**src/rtl/serial_buffer_pkg.sv**
```systemverilog
// Shared types and constants for the serial in/out buffers.
// State encoding, default geometry and a constant-safe clog2 helper.
package serial_buffer_pkg;

  typedef enum logic {
    ST_IDLE  = 1'b0,
    ST_SHIFT = 1'b1
  } state_t;

  localparam int DEF_WIDTH   = 8;
  localparam int DEF_TIMEOUT = 16;

  // Never returns less than 1 so it can size a vector for any value.
  function automatic int clog2(input int unsigned value);
    int r;
    r = 0;
    for (int i = 0; i < 32; i++) begin
      if ((64'd1 << i) < 64'(value)) r = i + 1;
    end
    return (r < 1) ? 1 : r;
  endfunction

endpackage

```
**src/rtl/serial_gap_timer.sv**
```systemverilog
// Idle-cycle counter between accepted bits; o_expire is high on the cycle whose
// idle edge would be the TIMEOUT-th one. No backpressure; saturates at TIMEOUT.
module serial_gap_timer
  import serial_buffer_pkg::*;
#(
  parameter int TIMEOUT = DEF_TIMEOUT
) (
  input  logic i_clk,
  input  logic i_rst_n,
  input  logic i_clr,
  input  logic i_inc,
  output logic o_expire
);

  localparam int TW = clog2(TIMEOUT + 1);

  logic [TW-1:0] r_cnt;

  always_ff @(posedge i_clk or negedge i_rst_n) begin
    if (!i_rst_n) begin
      r_cnt <= '0;
    end else if (i_clr) begin
      r_cnt <= '0;
    end else if (i_inc && (r_cnt != TW'(TIMEOUT))) begin
      r_cnt <= r_cnt + TW'(1);
    end
  end

  assign o_expire = (r_cnt == TW'(TIMEOUT - 1));

endmodule

```
**src/rtl/serial_in_buffer.sv**
```systemverilog
// MSB-first serial-to-parallel word collector; word is valid the cycle after its last bit.
// Held word waits for ready_in; a word completing while the previous is still held is dropped (overrun).
module serial_in_buffer
  import serial_buffer_pkg::*;
#(
  parameter int WIDTH   = DEF_WIDTH,
  parameter int TIMEOUT = DEF_TIMEOUT
) (
  input  logic             clk_in,
  input  logic             rst_in,
  input  logic             bit_in,
  input  logic             bit_valid_in,
  input  logic             start_in,
  output logic [WIDTH-1:0] vect_out,
  output logic             valid_out,
  input  logic             ready_in,
  output logic             busy_out,
  output logic             frame_err_out,
  output logic             overrun_out,
  input  logic             clr_overrun_in
);

  localparam int CW = clog2(WIDTH + 1);
  // Only WIDTH-1 bits are ever held; the last bit goes straight to the output.
  localparam int SW = (WIDTH > 1) ? WIDTH - 1 : 1;

  state_t           r_state;
  logic [SW-1:0]    r_sreg;
  logic [CW-1:0]    r_cnt;
  logic [WIDTH-1:0] r_vect;
  logic             r_valid;
  logic             r_busy;
  logic             r_frame_err;
  logic             r_overrun;

  state_t           w_state_nxt;
  logic [SW-1:0]    w_sreg_nxt;
  logic [CW-1:0]    w_cnt_nxt;
  logic [CW-1:0]    w_cnt_inc;
  logic [WIDTH-1:0] w_shift;
  logic [WIDTH-1:0] w_word;
  logic             w_complete;
  logic             w_abort;
  logic             w_drop;
  logic             w_tmr_clr;
  logic             w_tmr_inc;
  logic             w_expire;

  if (WIDTH > 1) begin : g_shift
    assign w_shift = {r_sreg, bit_in};
  end else begin : g_shift1
    assign w_shift = bit_in;
  end

  assign w_word    = start_in ? WIDTH'(bit_in) : w_shift;
  assign w_cnt_inc = start_in ? CW'(1) : r_cnt + CW'(1);

  if (TIMEOUT > 0) begin : g_timer
    serial_gap_timer #(
      .TIMEOUT(TIMEOUT)
    ) u_gap_timer (
      .i_clk   (clk_in),
      .i_rst_n (rst_in),
      .i_clr   (w_tmr_clr),
      .i_inc   (w_tmr_inc),
      .o_expire(w_expire)
    );
  end else begin : g_no_timer
    assign w_expire = 1'b0;
  end

  always_comb begin
    w_state_nxt = r_state;
    w_sreg_nxt  = r_sreg;
    w_cnt_nxt   = r_cnt;
    w_complete  = 1'b0;
    w_abort     = 1'b0;
    w_tmr_clr   = 1'b1;
    w_tmr_inc   = 1'b0;
    case (r_state)
      ST_IDLE: begin
        if (bit_valid_in && start_in) begin
          w_sreg_nxt = w_word[SW-1:0];
          if (WIDTH == 1) begin
            w_complete = 1'b1;
          end else begin
            w_cnt_nxt   = CW'(1);
            w_state_nxt = ST_SHIFT;
          end
        end
      end
      ST_SHIFT: begin
        if (bit_valid_in) begin
          w_sreg_nxt = w_word[SW-1:0];
          if (w_cnt_inc == CW'(WIDTH)) begin
            w_complete  = 1'b1;
            w_cnt_nxt   = '0;
            w_state_nxt = ST_IDLE;
          end else begin
            w_cnt_nxt = w_cnt_inc;
          end
        end else if (w_expire) begin
          w_abort     = 1'b1;
          w_cnt_nxt   = '0;
          w_state_nxt = ST_IDLE;
        end else begin
          w_tmr_clr = 1'b0;
          w_tmr_inc = 1'b1;
        end
      end
      default: w_state_nxt = ST_IDLE;
    endcase
  end

  assign w_drop = w_complete && r_valid && !ready_in;

  always_ff @(posedge clk_in or negedge rst_in) begin
    if (!rst_in) begin
      r_state     <= ST_IDLE;
      r_sreg      <= '0;
      r_cnt       <= '0;
      r_vect      <= '0;
      r_valid     <= 1'b0;
      r_busy      <= 1'b0;
      r_frame_err <= 1'b0;
      r_overrun   <= 1'b0;
    end else begin
      r_state     <= w_state_nxt;
      r_sreg      <= w_sreg_nxt;
      r_cnt       <= w_cnt_nxt;
      r_busy      <= (w_state_nxt == ST_SHIFT);
      r_frame_err <= w_abort;
      // A drain and a completion on the same edge hand over without a bubble.
      if (w_complete && !w_drop) begin
        r_vect  <= w_word;
        r_valid <= 1'b1;
      end else if (r_valid && ready_in) begin
        r_valid <= 1'b0;
      end
      if (w_drop) begin
        r_overrun <= 1'b1;
      end else if (clr_overrun_in) begin
        r_overrun <= 1'b0;
      end
    end
  end

  assign vect_out      = r_vect;
  assign valid_out     = r_valid;
  assign busy_out      = r_busy;
  assign frame_err_out = r_frame_err;
  assign overrun_out   = r_overrun;

endmodule

```
**config.mk**
```make
export PLATFORM = sky130hd
export DESIGN_NAME = serial_in_buffer
export DESIGN_NICKNAME = d
export VERILOG_FILES = /design/src/rtl/serial_buffer_pkg.sv /design/src/rtl/serial_gap_timer.sv /design/src/rtl/serial_in_buffer.sv
export SDC_FILE = /design/constraint.sdc
export NUM_CORES = 1
export LEC_CHECK = 0
export CELL_PAD_IN_SITES_DETAIL_PLACEMENT = 1
export CELL_PAD_IN_SITES_GLOBAL_PLACEMENT = 2
export CORE_ASPECT_RATIO = 0.75
export CORE_MARGIN = 5
export CORE_UTILIZATION = 34
export CTS_CLUSTER_SIZE = 20
export DETAILED_ROUTE_END_ITERATION = 8
export MAX_ROUTING_LAYER = met4
export PLACE_DENSITY_LB_ADDON = 0.1
export SYNTH_ARGS = -nofsm -noshare
export SYNTH_HDL_FRONTEND = slang
export SYNTH_HIERARCHICAL = 1
export SYNTH_SLANG_ARGS = --single-unit
```
**constraint.sdc**
```tcl
create_clock -name clk_in -period 2.6 [get_ports clk_in]
set_input_delay 0.65 -clock clk_in [delete_from_list [all_inputs] [get_ports clk_in]]
set_output_delay 0.65 -clock clk_in [all_outputs]
set_load 0.01 [all_outputs]
```
# After elaboration in Yosys (flattened, before gate mapping)
# Index checks and enable logic that the tools add are counted.
word_totals:
  regBits: 28
  inputBits: 7
  out_inout_bits: 12
  word_cells: 61
op_classes:
  n_addsub: 2
  eq_ne: 6
  muxes: 31
  bitwise: 1
  n_reduce_logical: 13
ops:
  columns: ["op", "count"]
  rows:
  - ["4-bit two-way mux", 5]
  - ["1-bit two-way mux", 18]
  - ["7-bit two-way mux", 2]
  - ["7-bit case mux with 2 select lines", 1]
  - ["5-bit two-way mux", 2]
  - ["8-bit two-way mux", 1]
  - ["4-bit case mux with 2 select lines", 1]
  - ["1-bit logical AND", 6]
  - ["2-bit nonzero test", 3]
  - ["5-bit by 1-bit adder with 5-bit output, second input constant", 1]
  - ["5-bit by 4-bit equality test with 1-bit output, second input constant", 1]
  - ["5-bit inequality test, second input constant", 1]
  - ["4-bit by 1-bit adder with 4-bit output, second input constant", 1]
  - ["4-bit equality test, second input constant", 1]
  - ["2-bit inequality test, second input constant", 2]
  - ["2-bit AND reduction", 2]
  - ["3-bit by 2-bit inequality test with 1-bit output, second input constant", 1]
  - ["1-bit logical NOT", 2]
  - ["1-bit case mux with 2 select lines", 1]
  - ["1-bit inverter", 1]

# Logic depth before layout (Yosys ltp)
# Gate-level depths: netlist (run 1).
logic_depth:
  word_depth: 11
  depth_mapped: 9
  ltp_nobuf: 9

# Cells and area by module
# Netlist (run 1), hierarchy kept.
modules_own_cells:
  columns: ["module", "n_inst", "cells_per_inst", "area_per_inst_um2", "seq_area_each_um2"]
  rows:
  - ["serial_in_buffer", 1, 103, 1114.8, 575.6]
  - ["serial_gap_timer", 1, 30, 292.8, 125.1]

# Worst setup path before layout (run 1)
# OpenSTA, ideal clock, no wires.
synth_path:
  path_kind: "register to register"
  start: "register r_cnt[0] (netlist name)"
  end: "register r_vect[0] (netlist: vect_out[0])"
  setup_time_ps: 125
  arrival_ps: 1967
  required_time_ps: 2475
  path_slack_ps: 509
  stages_incl_launch_ff: 6
  path_buffers: 0
  period_less_slack_ps: 2091
  path_cell_list: "dfrtp_1 > ha_1 > nor4b_1 > a22oi_1 > nor4b_4 > mux2_2"
synth_rtl:
  columns: ["item", "line", "source"]
  rows:
  - ["to (signal assigned)", "serial_in_buffer.sv:135", "r_vect <= w_word;"]
  - ["to (decl)", "serial_in_buffer.sv:30", "logic [WIDTH-1:0] r_vect;"]

==> impl_metrics.py, run 1 <==
metrics = {
    "grt": {
        "antenna_found_initial": 0,
        "grt.total_usage": 0.131,
        "grt_max_degree": 29,
        "grt_pass1_wl_microns": 5660,
        "grt_pass1_vias": 1211,
        "overflow": 0,
    },
    "final_layout": {
        "regArea_sq_um": 701,
        "final_cells": 213,
        "diodes": 0,
        "drive_above_1_share": 0.165,
        "final_core_util": 0.437,
        "nets": 170,
        "area_delta_synth_final_pct": 25.2,
        "fillCellCount": 444,
        "multi_input_comb_area_sq_um": 632,
        "fin_area_sq_um": 1760,
    },
    "clock_network": {
        "clock-sinks": 28,
        "cts-hold-fix-buffers": 0,
        "htree_num_levels": 1,
        "cts_max_path_buffers": 2,
        "clk_pin_slew_ns": 0.10,
        "cts_tree": "done",
        "clock_latency_ns": 0.27,
        "postCtsSetupRepairBufs": 0,
        "post_cts_resized": 0,
        "cts-buffers-inserted": 3,
        "clock-root-buffer": "clkbuf_8",
    },
    "yosys": {
        "async_reset_ff_frac": 1.00,
        "synthesis.nets": 144,
        "ys_seq_elements": 28,
        "syn_avg_cell_area_sq_um": 10.6,
        "synth-edff-count": 0,
        "ys.flop_type": "dfrtp_1",
        "ys.warnings.count": 6,
        "synth_area_sq_um": 1410,
        "yosysSeqAreaShare": 0.498,
        "synthCells": 133,
        "ys_types": 37,
    },
    "timing": {
        "rsz0062_at_grt": "false",
        "hold_viol": 0,
        "finalSetupTns_ns": 0,
        "setup_viol": 0,
        "post-route-period-util": 0.833,
        "max_freq_mhz": 461,
        "fin_worst_skew_ns": 0.00528,
        "slew_headroom": 0.736,
        "tightest_slew_ns": 0.396,
        "fin_ws_ns": 0.433,
        "finalMaxSlewViolations": 0,
        "timing.final.crit_period_ns": 2.17,
    },
    "critical_path": {
        "r2r_cells": 6,
        "r2r-end": "vect_out[5]",
        "path_max_fanout": 8,
        "end_kind": "flip-flop",
        "cp.required_ns": 2.76,
        "r2r-start": "r_cnt[0]",
        "cp_data_arrival_time_ns": 2.33,
        "crit_path_start_kind": "flip-flop",
        "crit_type": "flip-flop to flip-flop",
        "reg2reg_slack_ns": 0.43,
    },
    "floorplanning": {
        "design.core.area_sq_um": 4030,
        "die_h_microns": 65.7,
        "ios": 19,
        "num_rows": 20,
        "start_util": 0.349,
        "die_area_sq_um": 5540,
        "die-width_microns": 84.3,
    },
    "run": {
        "drv_cap": 0,
    },
    "place": {
        "place.port_buffers": 18,
        "place_congestion": 0.757,
        "place_area_sq_um": 1690,
        "dp_worst_setup_slack_ns": 0.421,
        "dp_hpwl_microns": 2300,
        "place_inst": 209,
    },
    "routing": {
        "wirelength_microns": 3140,
        "final_antenna_net_count": 0,
        "routedWlPerCell_microns": 14.8,
        "firstDrtPassIters": 4,
        "post-route-drc-count": 0,
        "vias": 1056,
        "dr.first_iter.drc_count": 34,
        "vias_per_cell": 4.96,
    },
    "run_status": {
        "status": "completed",
    },
    "min_path": {
        "hp-start": "vect_out[2]",
        "worstHoldEndpoint": "vect_out[2]",
        "holdPathStages": 1,
        "hold_class": "flip-flop to flip-flop",
    },
    "power": {
        "ir_drop_v": 0.000367,
        "power_density_nw_per_um2": 573,
        "p_leak_nw": 0.788,
    },
}
-- cell usage after synthesis, drive strengths merged, types with 2 or more instances --
cell     number  share of area
mux2         10          0.083
nor2b         3          0.013
o22ai         5          0.022
ha            4          0.036
dfrtp        28           0.50
nor2         11          0.029
nand2b        4          0.018
nand2         9          0.024
inv          13          0.035
a21oi         4          0.014
xor2          3          0.019
nor4b         2          0.023
a2bb2oi       5          0.031
o21ai         8          0.028
clkbuf        4          0.011
-- cell families (layout without fill, tap and decap cells) --
logic type,count (synthesis),after routing,share of synthesized area
simple gates,38,38,0.155
compound gates,30,30,0.144
buf+inv,18,43,0.0533
fa+ha+maj,4,4,0.0356
flops,28,28,0.498
xor+xnor,4,4,0.0249
mux,11,11,0.0898
-- state kept, by name, indices dropped and copies added (netlist names) --
name                       count
valid_out                      1
g_timer.u_gap_timer/r_cnt      5
vect_out                       8
r_cnt                          4
r_sreg                         7
frame_err_out                  1
busy_out                       1
overrun_out                    1
-- worst max-delay path, cell delays in order (launching register included) --
cell and delay, ns:
dfrtp_1 0.46, ha_1 0.36, nor4b_1 0.25, a22oi_1 0.17, nor4b_4 0.27, buf_4 0.21, mux2_2 0.34
-- how the worst max path moves through the flow --
stage | from | cells past startpoint | slack [ns] | end
6_report | r_cnt[0] | 6 | 0.43 | vect_out[5]
5_1_grt | r_cnt[0] | 6 | 0.28 | vect_out[5]
4_1_cts | r_cnt[0] | 6 | 0.42 | vect_out[5]
3_5_place_dp | bit_valid_in | 5 | 0.42 | vect_out[5]
3_3_place_gp | bit_valid_in | 5 | 0.40 | vect_out[6]
2_1_floorplan | r_cnt[0] | 5 | 0.51 | vect_out[0]
-- per-layer routing --
metal  routed length (microns)  part of all wire  vias up  track usage
met1                      1520              0.48      521        0.163
met2                      1490              0.47       18        0.216
met4                        13            0.0041        0       0.0261
li1                          -                 -      515            -
met5                         0                 0        -            -
met3                       127             0.040        2       0.0363
-- power breakdown --
part / switching (W) / internal [W]
Clock: 0.000138 / 0.000206
Combinational: 0.0000912 / 0.0000843
Sequential: 0.0000299 / 0.000461
Total: 0.000259 / 0.000751
-- cell type report --
type                    instances  area share
inverters                      13      0.0277
well taps                      55      0.0391
repair buffers                 26       0.136
multi-input cells              87       0.359
clock buffers                   3      0.0234
flip-flops and latches         28       0.398
clock inverters                 1      0.0170
-- metrics by stage --
stage	hold slack, ns	power [W]
global placement	0.493	0.000670
detailed placement	0.498	0.000678
global route	0.538	0.00107
floorplan	0.354	0.000607
CTS	0.526	0.00103
finish	0.519	0.00101
-- cell usage in the layout (no fill, tap or decap), drive strengths merged, types with 5 or more instances in the layout --
master,netlist,final
clkdlybuf4s50,0,18
inv,13,13
o21ai,8,8
buf,1,8
mux2,10,10
o22ai,5,5
a2bb2oi,5,5
nor2,11,11
nand2,9,9
dfrtp,28,28
Power figures use the tool's default switching activity.
==> inputs of run 2 (changes only) <==
--- a/config.mk
+++ b/config.mk
@@ -9,7 +9,7 @@
 export CELL_PAD_IN_SITES_GLOBAL_PLACEMENT = 2
 export CORE_ASPECT_RATIO = 0.75
 export CORE_MARGIN = 5
-export CORE_UTILIZATION = 34
+export CORE_UTILIZATION = 31
 export CTS_CLUSTER_SIZE = 20
 export DETAILED_ROUTE_END_ITERATION = 8
 export MAX_ROUTING_LAYER = met4
==> constraint.sdc (replaced) <==
create_clock -name clk_in -period 1.9 [get_ports clk_in]
set_input_delay 0.475 -clock clk_in [delete_from_list [all_inputs] [get_ports clk_in]]
set_output_delay 0.475 -clock clk_in [all_outputs]
set_load 0.01 [all_outputs]
==> run 2 against run 1 <==
  * The flow now finishes with violations (negative setup slack)
  * Clock power decreased by 3%
  * Die area increased by 8.3%
  * Fmax increased by 13%
  * Total power increased by 31%
  * Core utilization decreased by 0.19 points
  * Global-route usage decreased by 0.092 points
  * Clock skew decreased by 0.0029 ns
  * Setup slack got worse by 0.46 ns
  * Critical path depth unchanged
  * Final cell count increased by 8.9%
  * First-iteration DRC count decreased by 24%
  * Wire length increased by 9.1%
  * Critical path type unchanged
  * Critical endpoint unchanged
==> impl_metrics.py, run 2 (synthesis results as in run 1) <==
metrics = {
    "run_status": {
        "status": "finished, violations left",
        "violations": "negative setup slack",
    },
    "min_path": {
        "holdPathStages": 1,
        "hold_class": "flip-flop to flip-flop",
    },
    "timing": {
        "post-route-period-util": 1.01,
        "rsz0062_at_grt": "true",
        "fin_worst_skew_ns": 0.00241,
        "setup_viol": 8,
        "slew_headroom": 0.736,
        "tightest_slew_ns": 0.396,
        "fin_ws_ns": -0.0244,
        "finalMaxSlewViolations": 0,
        "timing.final.crit_period_ns": 1.92,
        "finalSetupTns_ns": -0.171,
        "max_freq_mhz": 520,
        "hold_viol": 0,
    },
    "routing": {
        "routedWlPerCell_microns": 14.8,
        "firstDrtPassIters": 2,
        "vias_per_cell": 4.84,
        "wirelength_microns": 3430,
        "dr.first_iter.drc_count": 26,
        "final_antenna_net_count": 0,
        "vias": 1123,
        "post-route-drc-count": 0,
    },
    "place": {
        "dp_hpwl_microns": 2530,
        "dp_worst_setup_slack_ns": -0.138,
        "place_inst": 226,
        "place.port_buffers": 18,
        "place_congestion": 0.801,
    },
    "final_layout": {
        "area_delta_synth_final_pct": 37.3,
        "nets": 187,
        "final_common_cell": "dfrtp_1",
        "final_cells": 232,
        "fillCellCount": 498,
        "largest_register_ffs": 8,
        "diodes": 0,
        "drive_above_1_share": 0.291,
        "final_cell_mix": "26 x dfrtp_1, 24 x buf_4, 18 x clkdlybuf4s50_1, 12 x inv_1, 10 x nor2_1",
    },
    "clock_network": {
        "cts_tree": "done",
        "cts-buffers-inserted": 3,
        "htree_num_levels": 1,
        "cts_max_path_buffers": 2,
        "clk_pin_slew_ns": 0.09,
        "clock-sinks": 28,
        "clock_latency_ns": 0.27,
        "cts-hold-fix-buffers": 0,
        "clock-root-buffer": "clkbuf_8",
    },
    "critical_path": {
        "crit_type": "flip-flop to flip-flop",
        "r2r_cells": 6,
        "cp.required_ns": 2.06,
        "crit_path_start_kind": "flip-flop",
        "cp_data_arrival_time_ns": 2.09,
        "path_max_fanout": 8,
        "end_kind": "flip-flop",
    },
    "power": {
        "power_frac_clock": 0.252,
        "p_seq_frac": 0.506,
        "switchingPower_w": 0.000369,
        "internal-power_w": 0.000952,
        "p_sw_frac": 0.279,
        "power_density_nw_per_um2": 683,
        "ir_drop_v": 0.000263,
        "p_leak_nw": 0.863,
        "comb_power_share": 0.243,
    },
    "floorplanning": {
        "die-width_microns": 87.8,
        "die_area_sq_um": 6000,
        "die_h_microns": 68.4,
        "num_rows": 21,
        "ios": 19,
        "start_util": 0.317,
        "design.core.area_sq_um": 4440,
    },
    "grt": {
        "grt_pass1_vias": 1198,
        "overflow": 0,
        "grt_pass1_wl_microns": 5780,
        "grt.total_usage": 0.130,
        "grt_max_degree": 29,
        "antenna_found_initial": 0,
    },
    "run": {
        "drv_cap": 0,
    },
}
[run 2: cell type report]
cell class	instances	area (sq um)	area share
clock buffer	4	45.0	0.0233
inverter	13	48.8	0.0252
multi-input combinational	87	693	0.359
sequential	28	703	0.364
tap	57	71.3	0.0369
timing repair buffer	43	372	0.192
[run 2: final timing paths]
path / endpoint / slack [ns] / startpoint
setup / recovery: vect_out[5] / -0.02 / r_cnt[1]
hold / removal: vect_out[0] / 0.52 / vect_out[0]
setup reg to reg: vect_out[5] / -0.02 / r_cnt[1]
hold reg to reg: vect_out[0] / 0.52 / vect_out[0]
max in group asynchronous: r_cnt[0] / 1.03 / rst_in
min in group asynchronous: vect_out[0] / 0.58 / rst_in
[run 2: power groups by stage]
stage,Combinational (W),Clock (W),Sequential (W)
floorplan,0.000177,0,0.000680
global placement,0.000309,0,0.000677
detailed placement,0.000323,0,0.000679
CTS,0.000328,0.000351,0.000668
global route,0.000355,0.000374,0.000674
finish,0.000320,0.000332,0.000668
[run 2: worst max-delay path, stage by stage, from the launching register on]
cell and delay, ns:
dfrtp_1 0.42, ha_4 0.26, and4b_2 0.27, a22oi_2 0.10, nor4b_4 0.24, buf_6 0.20, mux2_4 0.31
[run 2: per-layer routing]
metal,routed length [microns],part of all wire,track usage,vias up
met1,1610,0.47,0.159,561
met3,109,0.032,0.0337,2
met5,0,0,-,-
met4,21,0.0061,0.0287,0
met2,1690,0.49,0.217,12
li1,-,-,-,548
[run 2: metrics by stage]
step | util | total power, W | cell area (sq um) | hold slack [ns]
after floorplan | - | 0.000856 | 1440 | 0.179
after global placement | 0.414 | 0.000986 | 1840 | 0.492
after detailed placement | 0.414 | 0.00100 | 1840 | 0.496
after CTS | 0.433 | 0.00135 | 1920 | 0.525
after global routing | 0.435 | 0.00140 | 1930 | 0.548
final | 0.435 | 0.00132 | 1930 | 0.520
[run 2: what timing repair did]
item / in CTS / in global routing
setup endpoints to repair: 8 / 10
resized for setup: 8 / 2
pin swaps: 3 / 0
hold endpoints to repair: 0 / 0
setup buffers: 1 / 1
